[src/rtl/sigmoid_pipe_if.sv]
// Valid/ready stream bundle for sigmoid_pipe: activation input side,
// result output side and the saturation event counter.
interface sigmoid_pipe_if #(
  parameter int IN_W  = 8,
  parameter int OUT_W = 16,
  parameter int TAG_W = 4,
  parameter int CNT_W = 16
);
  logic                    in_valid;
  logic                    in_ready;
  logic signed [IN_W-1:0]  in_data;
  logic                    in_mode;
  logic [TAG_W-1:0]        in_tag;
  logic                    out_valid;
  logic                    out_ready;
  logic signed [OUT_W-1:0] out_data;
  logic [TAG_W-1:0]        out_tag;
  logic                    out_sat;
  logic [CNT_W-1:0]        sat_count;

  modport master (
    output in_valid, in_data, in_mode, in_tag, out_ready,
    input  in_ready, out_valid, out_data, out_tag, out_sat, sat_count
  );

  modport slave (
    input  in_valid, in_data, in_mode, in_tag, out_ready,
    output in_ready, out_valid, out_data, out_tag, out_sat, sat_count
  );
endinterface

[src/rtl/sigmoid_pipe.sv]
// Three-stage piecewise-quadratic sigmoid/tanh with saturation for |x| >= 4.0,
// per-stage valid bits with collapsing bubbles and a saturating event counter.
module sigmoid_pipe #(
  parameter int IN_W    = 8,
  parameter int IN_FRAC = 4,
  parameter int OUT_W   = 16,
  parameter int TAG_W   = 4,
  parameter int CNT_W   = 16
) (
  input  logic          clk,
  input  logic          rst,
  sigmoid_pipe_if.slave bus
);
  localparam int F  = IN_FRAC;
  localparam int AW = IN_W + 2;
  localparam int DW = F + 1;
  localparam int SW = 2 * F + 2;
  localparam logic [AW-1:0]           SAT_TH  = AW'(32'd4 << F);
  localparam logic [DW-1:0]           ONE_IN  = DW'(32'd1 << F);
  localparam logic signed [OUT_W-1:0] ONE_OUT = OUT_W'(32'd1 << (2 * F));
  localparam logic [CNT_W-1:0]        CNT_MAX = {CNT_W{1'b1}};

  logic r_v1, r_v2, r_v3;
  logic w_r1, w_r2, w_r3;

  logic             r1_neg, r1_sat, r1_mode;
  logic [DW-1:0]    r1_d;
  logic [TAG_W-1:0] r1_tag;

  logic             r2_neg, r2_sat, r2_mode;
  logic [SW-1:0]    r2_sq, r2_h;
  logic [TAG_W-1:0] r2_tag;

  logic signed [OUT_W-1:0] r_out_data;
  logic [TAG_W-1:0]        r_out_tag;
  logic                    r_out_sat;
  logic [CNT_W-1:0]        r_sat_count;

  logic signed [IN_W:0]    w_ext;
  logic [IN_W:0]           w_abs;
  logic [AW-1:0]           w_a;
  logic                    w_sat;
  logic [DW-1:0]           w_d;
  logic [SW-1:0]           w_sq;
  logic signed [OUT_W-1:0] w_sq_s, w_h_s, w_res;

  assign w_r3         = bus.out_ready || !r_v3;
  assign w_r2         = w_r3 || !r_v2;
  assign w_r1         = w_r2 || !r_v1;
  assign bus.in_ready = w_r1 && !rst;

  // One extra bit keeps |most-negative| representable; tanh doubles the argument.
  assign w_ext = {bus.in_data[IN_W-1], bus.in_data};
  assign w_abs = w_ext[IN_W] ? $unsigned(-w_ext) : $unsigned(w_ext);
  assign w_a   = bus.in_mode ? {w_abs, 1'b0} : {1'b0, w_abs};
  assign w_sat = (w_a >= SAT_TH);
  assign w_d   = ONE_IN - DW'(w_a >> 32'd2);

  assign w_sq   = SW'(r1_d) * SW'(r1_d);
  assign w_sq_s = $signed(OUT_W'(r2_sq));
  assign w_h_s  = $signed(OUT_W'(r2_h));

  // Stage-3 result selection from sign, saturation and mode.
  always_comb begin
    w_res = '0;
    if (!r2_mode) begin
      if (r2_sat) w_res = r2_neg ? '0 : ONE_OUT;
      else        w_res = r2_neg ? w_h_s : ONE_OUT - w_h_s;
    end else begin
      if (r2_sat) w_res = r2_neg ? -ONE_OUT : ONE_OUT;
      else        w_res = r2_neg ? w_sq_s - ONE_OUT : ONE_OUT - w_sq_s;
    end
  end

  // Pipeline registers; a stage only captures data when its predecessor holds a sample.
  always_ff @(posedge clk) begin
    if (rst) begin
      r_v1 <= 1'b0; r_v2 <= 1'b0; r_v3 <= 1'b0;
      r1_neg <= 1'b0; r1_sat <= 1'b0; r1_mode <= 1'b0; r1_d <= '0; r1_tag <= '0;
      r2_neg <= 1'b0; r2_sat <= 1'b0; r2_mode <= 1'b0; r2_sq <= '0; r2_h <= '0;
      r2_tag <= '0;
      r_out_data <= '0; r_out_tag <= '0; r_out_sat <= 1'b0;
    end else begin
      if (w_r1) r_v1 <= bus.in_valid;
      if (w_r1 && bus.in_valid) begin
        r1_neg  <= bus.in_data[IN_W-1];
        r1_sat  <= w_sat;
        r1_mode <= bus.in_mode;
        r1_d    <= w_d;
        r1_tag  <= bus.in_tag;
      end
      if (w_r2) r_v2 <= r_v1;
      if (w_r2 && r_v1) begin
        r2_neg  <= r1_neg;
        r2_sat  <= r1_sat;
        r2_mode <= r1_mode;
        r2_sq   <= w_sq;
        r2_h    <= w_sq >> 32'd1;
        r2_tag  <= r1_tag;
      end
      if (w_r3) r_v3 <= r_v2;
      if (w_r3 && r_v2) begin
        r_out_data <= w_res;
        r_out_tag  <= r2_tag;
        r_out_sat  <= r2_sat;
      end
    end
  end

  // Saturated-delivery counter, sticks at its maximum.
  always_ff @(posedge clk) begin
    if (rst) begin
      r_sat_count <= '0;
    end else if (r_v3 && bus.out_ready && r_out_sat && (r_sat_count != CNT_MAX)) begin
      r_sat_count <= r_sat_count + CNT_W'(1'b1);
    end else begin
      r_sat_count <= r_sat_count;
    end
  end

  assign bus.out_valid = r_v3;
  assign bus.out_data  = r_out_data;
  assign bus.out_tag   = r_out_tag;
  assign bus.out_sat   = r_out_sat;
  assign bus.sat_count = r_sat_count;
endmodule
[src/flat_wrapper.sv]
// flat-port wrapper written by rule: the top's interface ports become plain ports
module sigmoid_pipe_flat 
#(
  parameter int IN_W    = 8,
  parameter int IN_FRAC = 4,
  parameter int OUT_W   = 16,
  parameter int TAG_W   = 4,
  parameter int CNT_W   = 16
)
  (clk, rst, bus_in_valid, bus_in_data, bus_in_mode, bus_in_tag, bus_out_ready, bus_in_ready, bus_out_valid, bus_out_data, bus_out_tag, bus_out_sat, bus_sat_count);
  sigmoid_pipe_if #(.IN_W(IN_W), .OUT_W(OUT_W), .TAG_W(TAG_W), .CNT_W(CNT_W)) bus_i ();
  input  logic clk;
  input  logic rst;
  input wire logic [$bits(bus_i.in_valid)-1:0] bus_in_valid;
  input wire logic [$bits(bus_i.in_data)-1:0] bus_in_data;
  input wire logic [$bits(bus_i.in_mode)-1:0] bus_in_mode;
  input wire logic [$bits(bus_i.in_tag)-1:0] bus_in_tag;
  input wire logic [$bits(bus_i.out_ready)-1:0] bus_out_ready;
  output wire logic [$bits(bus_i.in_ready)-1:0] bus_in_ready;
  output wire logic [$bits(bus_i.out_valid)-1:0] bus_out_valid;
  output wire logic [$bits(bus_i.out_data)-1:0] bus_out_data;
  output wire logic [$bits(bus_i.out_tag)-1:0] bus_out_tag;
  output wire logic [$bits(bus_i.out_sat)-1:0] bus_out_sat;
  output wire logic [$bits(bus_i.sat_count)-1:0] bus_sat_count;
  assign bus_i.in_valid = bus_in_valid;
  assign bus_i.in_data = bus_in_data;
  assign bus_i.in_mode = bus_in_mode;
  assign bus_i.in_tag = bus_in_tag;
  assign bus_i.out_ready = bus_out_ready;
  assign bus_in_ready = bus_i.in_ready;
  assign bus_out_valid = bus_i.out_valid;
  assign bus_out_data = bus_i.out_data;
  assign bus_out_tag = bus_i.out_tag;
  assign bus_out_sat = bus_i.out_sat;
  assign bus_sat_count = bus_i.sat_count;
  sigmoid_pipe #(.IN_W(IN_W), .IN_FRAC(IN_FRAC), .OUT_W(OUT_W), .TAG_W(TAG_W), .CNT_W(CNT_W)) u_core (.clk(clk), .rst(rst), .bus(bus_i));
endmodule
[config.mk]
export PLATFORM = sky130hd
export DESIGN_NAME = sigmoid_pipe_flat
export DESIGN_NICKNAME = d
export VERILOG_FILES = /design/src/rtl/sigmoid_pipe_if.sv /design/src/rtl/sigmoid_pipe.sv /design/src/flat_wrapper.sv
export SDC_FILE = /design/constraint.sdc
export NUM_CORES = 1
export LEC_CHECK = 0
export CAP_MARGIN = 20
export CORE_UTILIZATION = 50
export DETAILED_ROUTE_END_ITERATION = 8
export GPL_ROUTABILITY_DRIVEN = 0
export PLACE_DENSITY = 0.86
export RECOVER_POWER = 25
export SLEW_MARGIN = 20
export SYNTH_ARGS = -nofsm -noshare
export SYNTH_HDL_FRONTEND = slang
export SYNTH_SLANG_ARGS = --single-unit
[constraint.sdc]
create_clock -name clk -period 4.55 [get_ports clk]
set_clock_uncertainty 0.05 [all_clocks]
set_input_delay 0.91 -clock clk [delete_from_list [all_inputs] [get_ports clk]]
set_output_delay 0.91 -clock clk [all_outputs]
set_load 0.01 [all_outputs]
==> results.ini, run 1 <==
[synthesis]
synthAdderAreaFrac_pct=7.73
synth_cell_type_count=63
ys_warn_count=0
ys_seq_elements=63
synth_compound_area_share_pct=19.6
async_flop_share_pct=0
post-synth-top-area-fraction_pct=31.4
synth_area_um2=4010
synth_edf_count=0
synth_top_family_by_area=simple AND/OR/NAND/NOR gates
ys.flop_type=dfxtp_1
synth_area_leaders=dfxtp_1 31%, nand2_1 6.5%, ha_1 6.2%
synthXorXnorAreaFrac_pct=4.58
syn_nets=548
ys_seq_area_share_pct=31.4
syn_avg_cell_area_um2=7.90
synthMuxAreaShare_pct=3.18
synthCells=508
synth_simple_gate_area_share_pct=27.3
synth_area_leader_cell=dfxtp_1

[timing]
fmax_ghz=0.279
setup_ws_ns=0.969
hold_violations=0
rsz0062_at_grt=no
hold_slack_ns=0.399
final-setup-viol-count=0
slew_headroom_pct=52.5
min_period_ns=3.58
tightestPinTransition_ns=0.712
min_period_over_period_pct=78.7
slew_viol_final=0
tns_ns=0

[die]
io_pins=56
start_util_pct=51.9
fp-row-count=32
fp.dieW_um=91.6
core_region_area_um2=7730
die-area_um2=8390
die_y_um=91.6

[clocking]
cts_sinks=63
htree_levels=3
cts_tree=built
clock_latency_ns=0.35
cts.clk_slew.worst_paths_ns=0.07
cts_resized=0
root_buffer=clkbuf_8
cts_inserted_buffers=9
ctsLongestPathBuffers=2
hold_buffers=0
cts_setup_buffers=0

[power]
peakVddDrop_v=0.000122
total_power_mw=1.34
leakage_nw=1.84
power.density_nw_per_um2=280

[global_routing]
grt_pass1_wl_um=16000
grt_max_degree=62
antenna_found_initial=0
grt_use_total_pct=23.7
gr-total-overflow=0
grt_pass1_vias=3495

[placement]
placed_area_um2=4540
place_ws_ns=0.907
numPlacedInstances=629
dp_hpwl_um=6750
io_buffer_count=55

[critical_path]
path_class=input pin to output pin
end_kind=output pin
critical_path_arrival_ns=2.62
crit_fanout=7
crit_required_ns=3.59
cp-start-kind=input pin

[finish]
area.growth.synth_to_final_pct=18.7
stdcell_count=645
nets=578
multiInputGateArea_um2=2500
antenna_cells=0
finish.utilization_pct=61.7
drive_above_1_share_pct=5.52
seq_area_um2=1260
stdcell_area_um2=4760
nFillCells=678

[drt]
first_iter_violations=170
drc=0
wl_met1_um=4190
routed.top_layer=met4
routedWlPerCell_um=14.4
via_per_inst=5.83
postRouteAntennaNets=0
dr_wl_met3_um=468
wl_met2_um=4520
vias=3763
wl_um=9290
drtPass1Iterations=4

[run]
drv_cap=0

[hold_path]
hold_path.class=flip-flop to flip-flop

[run_status]
outcome=completed

-- path summary, 6_finish.rpt --
check / cells after the start / start / end / slack, ns
min reg2reg: 2 / u_core.bus.out_data[3] / u_core.bus.out_data[3] / 0.40
min: 2 / u_core.bus.out_data[3] / u_core.bus.out_data[3] / 0.40
max reg2reg: 11 / u_core.r1_d[1] / u_core.r2_sq[9] / 1.20
max: 5 / bus_out_ready / bus_in_ready / 0.97
-- power by group --
part           internal [mW]  switching, mW
logic                 0.0815          0.103
registers              0.567         0.0230
clock network          0.337          0.223
-- cells in the mapped netlist, drive strengths merged, types with 3 or more instances --
master   instances
nand2           69
dfxtp           63
a21oi           47
nor2            37
clkbuf          27
ha              20
inv             19
nand3           18
o21ai           17
nor3            14
xor2            14
o211ai          13
buf             12
and2             9
and3             9
nor2b            8
xnor2            7
mux2i            6
nand4            6
nor4             6
or3              6
a211oi           5
nand2b           5
nor4b            5
and4             4
o2111ai          4
or4              4
a31o             3
a31oi            3
fa               3
mux4             3
nand3b           3
o21a             3
o311ai           3
o31ai            3
-- cell families after synthesis --
family | count (synthesis)
buffers and inverters | 60
and+or+nand+nor | 211
xor gates and xnor gates | 21
DFF | 63
AOI/OAI and AO/OA | 121
adders and majority gates | 23
muxes | 9
-- routing by layer --
layer | GRT usage [%] | vias to the layer above
li1 | - | 1876
met1 | 30.5 | 1753
met2 | 40.1 | 125
met3 | 4.27 | 9
met4 | 7.41 | 0
met5 | 0 | -
-- area by class of cell --
type	count	share of cell area, %
tap	102	2.68
inverter	21	1.65
sequential	63	26.5
clock inverter	5	1.68
timing repair buffer	58	11.8
multi-input combinational	385	52.5
clock buffer	11	3.18
-- cell usage in the layout (no fill, tap or decap), drive strengths merged, types with 14 or more instances in the layout --
cell type,n
a21oi,47
clkdlybuf4s50,40
dfxtp,63
dlygate4sd3,14
ha,20
inv,19
nand2,69
nand3,18
nor2,37
nor3,14
o21ai,17
xor2,14
-- sequential cells by signal, summed over array words and instances, names as in the netlist --
| signal | cells |
|---|---|
| u_core.bus.sat_count | 16 |
| u_core.bus.out_data | 11 |
| u_core.r2_sq | 9 |
| u_core.r1_d | 5 |
| u_core.bus.out_tag | 4 |
| u_core.r1_tag | 4 |
| u_core.r2_tag | 4 |
| u_core.bus.out_sat | 1 |
| u_core.bus.out_valid | 1 |
| u_core.r1_mode | 1 |
| u_core.r1_neg | 1 |
| u_core.r1_sat | 1 |
| u_core.r2_mode | 1 |
| u_core.r2_neg | 1 |
| u_core.r2_sat | 1 |
| u_core.r_v1 | 1 |
| u_core.r_v2 | 1 |
-- worst max-delay path, cell delays in order --
cell and delay (ns):
dlygate4sd3_1 0.60, nor2b_1 0.35, and3_1 0.25, nor2_1 0.05
clkdlybuf4s50_1 0.47
No activity file was read; power rests on OpenSTA's default activity.
==> run 2, diff against run 1 <==
--- a/config.mk
+++ b/config.mk
@@ -9,7 +9,7 @@
 export CORE_UTILIZATION = 50
 export DETAILED_ROUTE_END_ITERATION = 8
 export GPL_ROUTABILITY_DRIVEN = 0
-export PLACE_DENSITY = 0.86
+export PLACE_DENSITY = 0.89
 export RECOVER_POWER = 25
 export SLEW_MARGIN = 20
 export SYNTH_ARGS = -nofsm -noshare
==> constraint.sdc (replaced) <==
create_clock -name clk -period 3.1 [get_ports clk]
set_clock_uncertainty 0.05 [all_clocks]
set_input_delay 0.62 -clock clk [delete_from_list [all_inputs] [get_ports clk]]
set_output_delay 0.62 -clock clk [all_outputs]
set_load 0.01 [all_outputs]
==> results.ini, run 2 (same netlist as run 1, synthesis figures left out) <==
[critical_path]
path_class=flip-flop to flip-flop
critPathBufInv=1
critPathMaxStageDelay_ns=0.53
critical_path_arrival_ns=3.22
crit_required_ns=3.26
crit_fanout=3
cp-start-kind=flip-flop
cpMostUsedCell=fa_1
cp_slowest_cell=fa_1
end_kind=flip-flop
crit_chain=nand2_2 > fa_1 > inv_1 > fa_1 > ha_1 > a31o_2 > ha_4 > nand2_4 > o31ai_4 > mux2i_1 > o31ai_1
cp_top_family=adder cells

[drt]
drtPass1Iterations=5
via_per_inst=5.93
vias=3925
routedWlPerCell_um=14.6
drc=0
wl_um=9650
postRouteAntennaNets=0
first_iter_violations=287

[global_routing]
antenna_found_initial=0
grt_pass1_vias=3643
gr-total-overflow=0
grt_max_degree=62
grt_pass1_wl_um=16300
grt_use_total_pct=23.7

[placement]
io_buffer_count=55
dp_hpwl_um=6810
numPlacedInstances=646
place_ws_ns=-0.0773

[finish]
final_common_cell=nand2_1
nets=595
stdcell_count=662
seq_area_um2=1260
drive_above_1_share_pct=8.93
nFillCells=664
layout.cells.most_common_list=67 x nand2_1, 61 x dfxtp_1, 47 x a21oi_1, 42 x clkdlybuf4s50_1, 37 x nor2_1
multiInputGateArea_um2=2540
area.growth.synth_to_final_pct=21.5
largest_register_ffs=16
antenna_cells=0

[timing]
hold_violations=0
min_period_over_period_pct=98.6
tightestPinTransition_ns=0.704
rsz0062_at_grt=yes
slew_headroom_pct=53.0
setup_ws_ns=0.0423
slew_viol_final=0
min_period_ns=3.06
final-setup-viol-count=0
fmax_ghz=0.327

[hold_path]
hold_path.class=flip-flop to flip-flop

[run_status]
outcome=completed

[die]
core_region_area_um2=7730
die-area_um2=8390
die_y_um=91.6
fp-row-count=32
fp.dieW_um=91.6
start_util_pct=51.9
io_pins=56

[clocking]
hold_buffers=0
cts_tree=built
root_buffer=clkbuf_8
ctsLongestPathBuffers=2
htree_levels=3
clock_latency_ns=0.35
cts.clk_slew.worst_paths_ns=0.07
cts_sinks=63
cts_setup_buffers=0
cts_inserted_buffers=9

[run]
drv_cap=0

[power]
power.density_nw_per_um2=370
leakage_nw=1.91
peakVddDrop_v=0.000172

run 2: cell types whose count changed in the layout (fill, tap and decap cells not counted), sizes merged, moves of 2 or more:
cell	before	now
dlygate4sd3	14	12
bufinv	2	0
buf	3	20
clkbuf	12	14
clkdlybuf4s50	40	42
run 2: metrics by stage:
stage	util (%)	instance area, um2	power, mW	hold slack [ns]	TNS [ns]
6_report	63.1	4880	1.80	0.405	0
3_5_place_dp	60.4	4660	1.17	0.395	-0.0773
4_1_cts	62.7	4850	1.80	0.406	0
5_1_grt	63.1	4880	1.88	0.429	-0.104
2_1_floorplan	-	4020	1.07	0.382	0
3_3_place_gp	60.4	4660	1.16	0.391	0
run 2: final timing paths:
kind                           end  slack (ns)                   from  cells after the start
min reg2reg  u_core.bus.out_tag[3]        0.40  u_core.bus.out_tag[3]                      2
max reg2reg        u_core.r2_sq[9]        0.04         u_core.r1_d[4]                     11
min          u_core.bus.out_tag[3]        0.40  u_core.bus.out_tag[3]                      2
max                u_core.r2_sq[9]        0.04         u_core.r1_d[4]                     11
run 2: area by class of cell:
type,instances,area share (%)
clock buffer,13,3.26
clock inverter,3,0.359
inverter,21,1.62
multi-input combinational,385,52.0
sequential,63,25.9
tap,102,2.62
timing repair buffer,75,14.2
run 2: where the power goes:
| group | switching (mW) | internal (mW) | total [mW] | leakage [nW] |
|---|---|---|---|---|
| logic | 0.168 | 0.138 | 0.307 | 1.31 |
| clock network | 0.308 | 0.331 | 0.639 | 0.0894 |
| registers | 0.0239 | 0.833 | 0.857 | 0.512 |
run 2: tightest hold or removal path, cell delays in order (launching register included):
cell     delay [ns]
dfxtp_1        0.31
nand2_1        0.05
a21oi_1        0.05
run 2: metal layers:
metal  global-route usage [%]  part of all wire [%]  vias up  wire length, um
met4                     8.73                   2.1        0              207
li1                         -                     -     1914                -
met5                        0                     0        -                0
met1                     29.3                    43     1831             4150
met2                     40.7                    49      157             4690
met3                     4.36                   6.2       23              601
run 2: timing repair:
action                                  CTS  global route
endpoints found under the setup margin    1             4
pin swaps                                 0             6
resized for setup                         1             7
endpoints found under the hold margin     0             0
==> run 3, diff against run 2 <==
--- a/config.mk
+++ b/config.mk
@@ -6,11 +6,13 @@
 export NUM_CORES = 1
 export LEC_CHECK = 0
 export CAP_MARGIN = 20
+export CORE_MARGIN = 3
 export CORE_UTILIZATION = 50
 export DETAILED_ROUTE_END_ITERATION = 8
 export GPL_ROUTABILITY_DRIVEN = 0
 export PLACE_DENSITY = 0.89
 export RECOVER_POWER = 25
+export SKIP_CTS_REPAIR_TIMING = 1
 export SLEW_MARGIN = 20
 export SYNTH_ARGS = -nofsm -noshare
 export SYNTH_HDL_FRONTEND = slang
==> results.ini, run 3 (same netlist as run 1, synthesis figures left out) <==
[hold_path]
hold_path.class=flip-flop to flip-flop

[clocking]
root_buffer=clkbuf_8
ctsLongestPathBuffers=2
cts.clk_slew.worst_paths_ns=0.08
cts_inserted_buffers=9
htree_levels=3
clock_latency_ns=0.36
cts_tree=built
cts_sinks=63

[finish]
layout.cells.most_common_list=67 x nand2_1, 60 x dfxtp_1, 47 x a21oi_1, 40 x clkdlybuf4s50_1, 37 x nor2_1
area.growth.synth_to_final_pct=24.1
drive_above_1_share_pct=10.2
nFillCells=622
final_common_cell=nand2_1
antenna_cells=0
stdcell_area_um2=4980
nets=595
largest_register_ffs=16

[die]
die-area_um2=9140
core_region_area_um2=7770
die_y_um=95.6
fp.dieW_um=95.6
fp-row-count=32
io_pins=56
start_util_pct=51.7

[timing]
hold_violations=0
final-setup-viol-count=1
slew_headroom_pct=52.1
setup_ws_ns=-0.0255
min_period_over_period_pct=101
fmax_ghz=0.320
rsz0062_at_grt=yes
min_period_ns=3.13
slew_viol_final=0
tightestPinTransition_ns=0.717

[critical_path]
cp_top_family=adder cells
crit_required_ns=3.27
cp-start-kind=flip-flop
critPathBufInv=1
critPathMaxStageDelay_ns=0.53
crit_chain=nand2_2 > fa_1 > inv_1 > fa_1 > ha_4 > a31o_4 > ha_4 > nand2_4 > o31ai_4 > mux2i_1 > o31ai_1
end_kind=flip-flop
crit_fanout=3
critical_path_arrival_ns=3.29
path_class=flip-flop to flip-flop
cp_slowest_cell=fa_1

[power]
leakage_nw=1.95
power.density_nw_per_um2=414
peakVddDrop_v=0.000220
total_power_mw=2.06

[run_status]
outcome=complete, but fails checks
violations=setup timing

[drt]
routedWlPerCell_um=15.1
postRouteAntennaNets=0
vias=3969
first_iter_violations=266
via_per_inst=6.00
drtPass1Iterations=7
wl_um=10000
drc=0

[global_routing]
antenna_found_initial=0
grt_pass1_vias=3607
gr-total-overflow=0
grt_max_degree=61
grt_pass1_wl_um=16500
busiest_layer=met2
grt_use_met2_pct=39.2
met3_usage_pct=4.10
grt_use_total_pct=22.5
use_met1_pct=27.6

[placement]
dp_hpwl_um=6960
placed_area_um2=4650
io_buffer_count=55

[run]
drv_cap=0

run 3: area by class of cell:
type	instances	area, um2	area share, %
multi-input combinational	385	2570	51.5
sequential	63	1260	25.4
inverter	21	78.8	1.58
timing repair buffer	75	696	14.0
tap	102	128	2.56
clock buffer	11	141	2.84
clock inverter	5	105	2.11
run 3: layer usage:
metal	share of wire [%]	vias to the layer above	routed length, um
li1	-	1923	-
met1	42	1862	4220
met2	49	160	4900
met3	6.8	24	683
met4	2.0	0	199
met5	0	-	0
run 3: stage by stage:
| step | setup TNS (ns) | worst slack (ns) | cells | hold slack [ns] | utilization, % |
|---|---|---|---|---|---|
| 3_3_place_gp | 0 | 0.0513 | 644 | 0.391 | 59.9 |
| 5_1_grt | -0.313 | -0.143 | 662 | 0.431 | 64.1 |
| 6_report | -0.0255 | -0.0255 | 662 | 0.404 | 64.1 |
| 2_1_floorplan | 0 | 0.0118 | 508 | 0.382 | - |
| 4_1_cts | -0.163 | -0.163 | 660 | 0.407 | 63.0 |
| 3_5_place_dp | -0.0445 | -0.0369 | 644 | 0.397 | 59.9 |
run 3: tightest hold or removal path, cell delays in order, from the launching register on:
cell and delay, ns:
dfxtp_1 0.31, nand2_1 0.05, a21oi_1 0.05
run 3: final timing paths:
path / cells after the start / endpoint / startpoint / slack [ns]
min reg2reg: 2 / u_core.bus.out_data[0] / u_core.bus.out_data[0] / 0.40
max reg2reg: 11 / u_core.r2_sq[9] / u_core.r1_d[0] / -0.03
min: 2 / u_core.bus.out_data[0] / u_core.bus.out_data[0] / 0.40
max: 11 / u_core.r2_sq[9] / u_core.r1_d[0] / -0.03
run 3: power breakdown:
| group | leakage [nW] | internal (mW) | switching (mW) |
|---|---|---|---|
| registers | 0.512 | 0.833 | 0.0259 |
| logic | 1.32 | 0.142 | 0.172 |
| clock network | 0.116 | 0.556 | 0.334 |
| total | 1.95 | 1.53 | 0.531 |
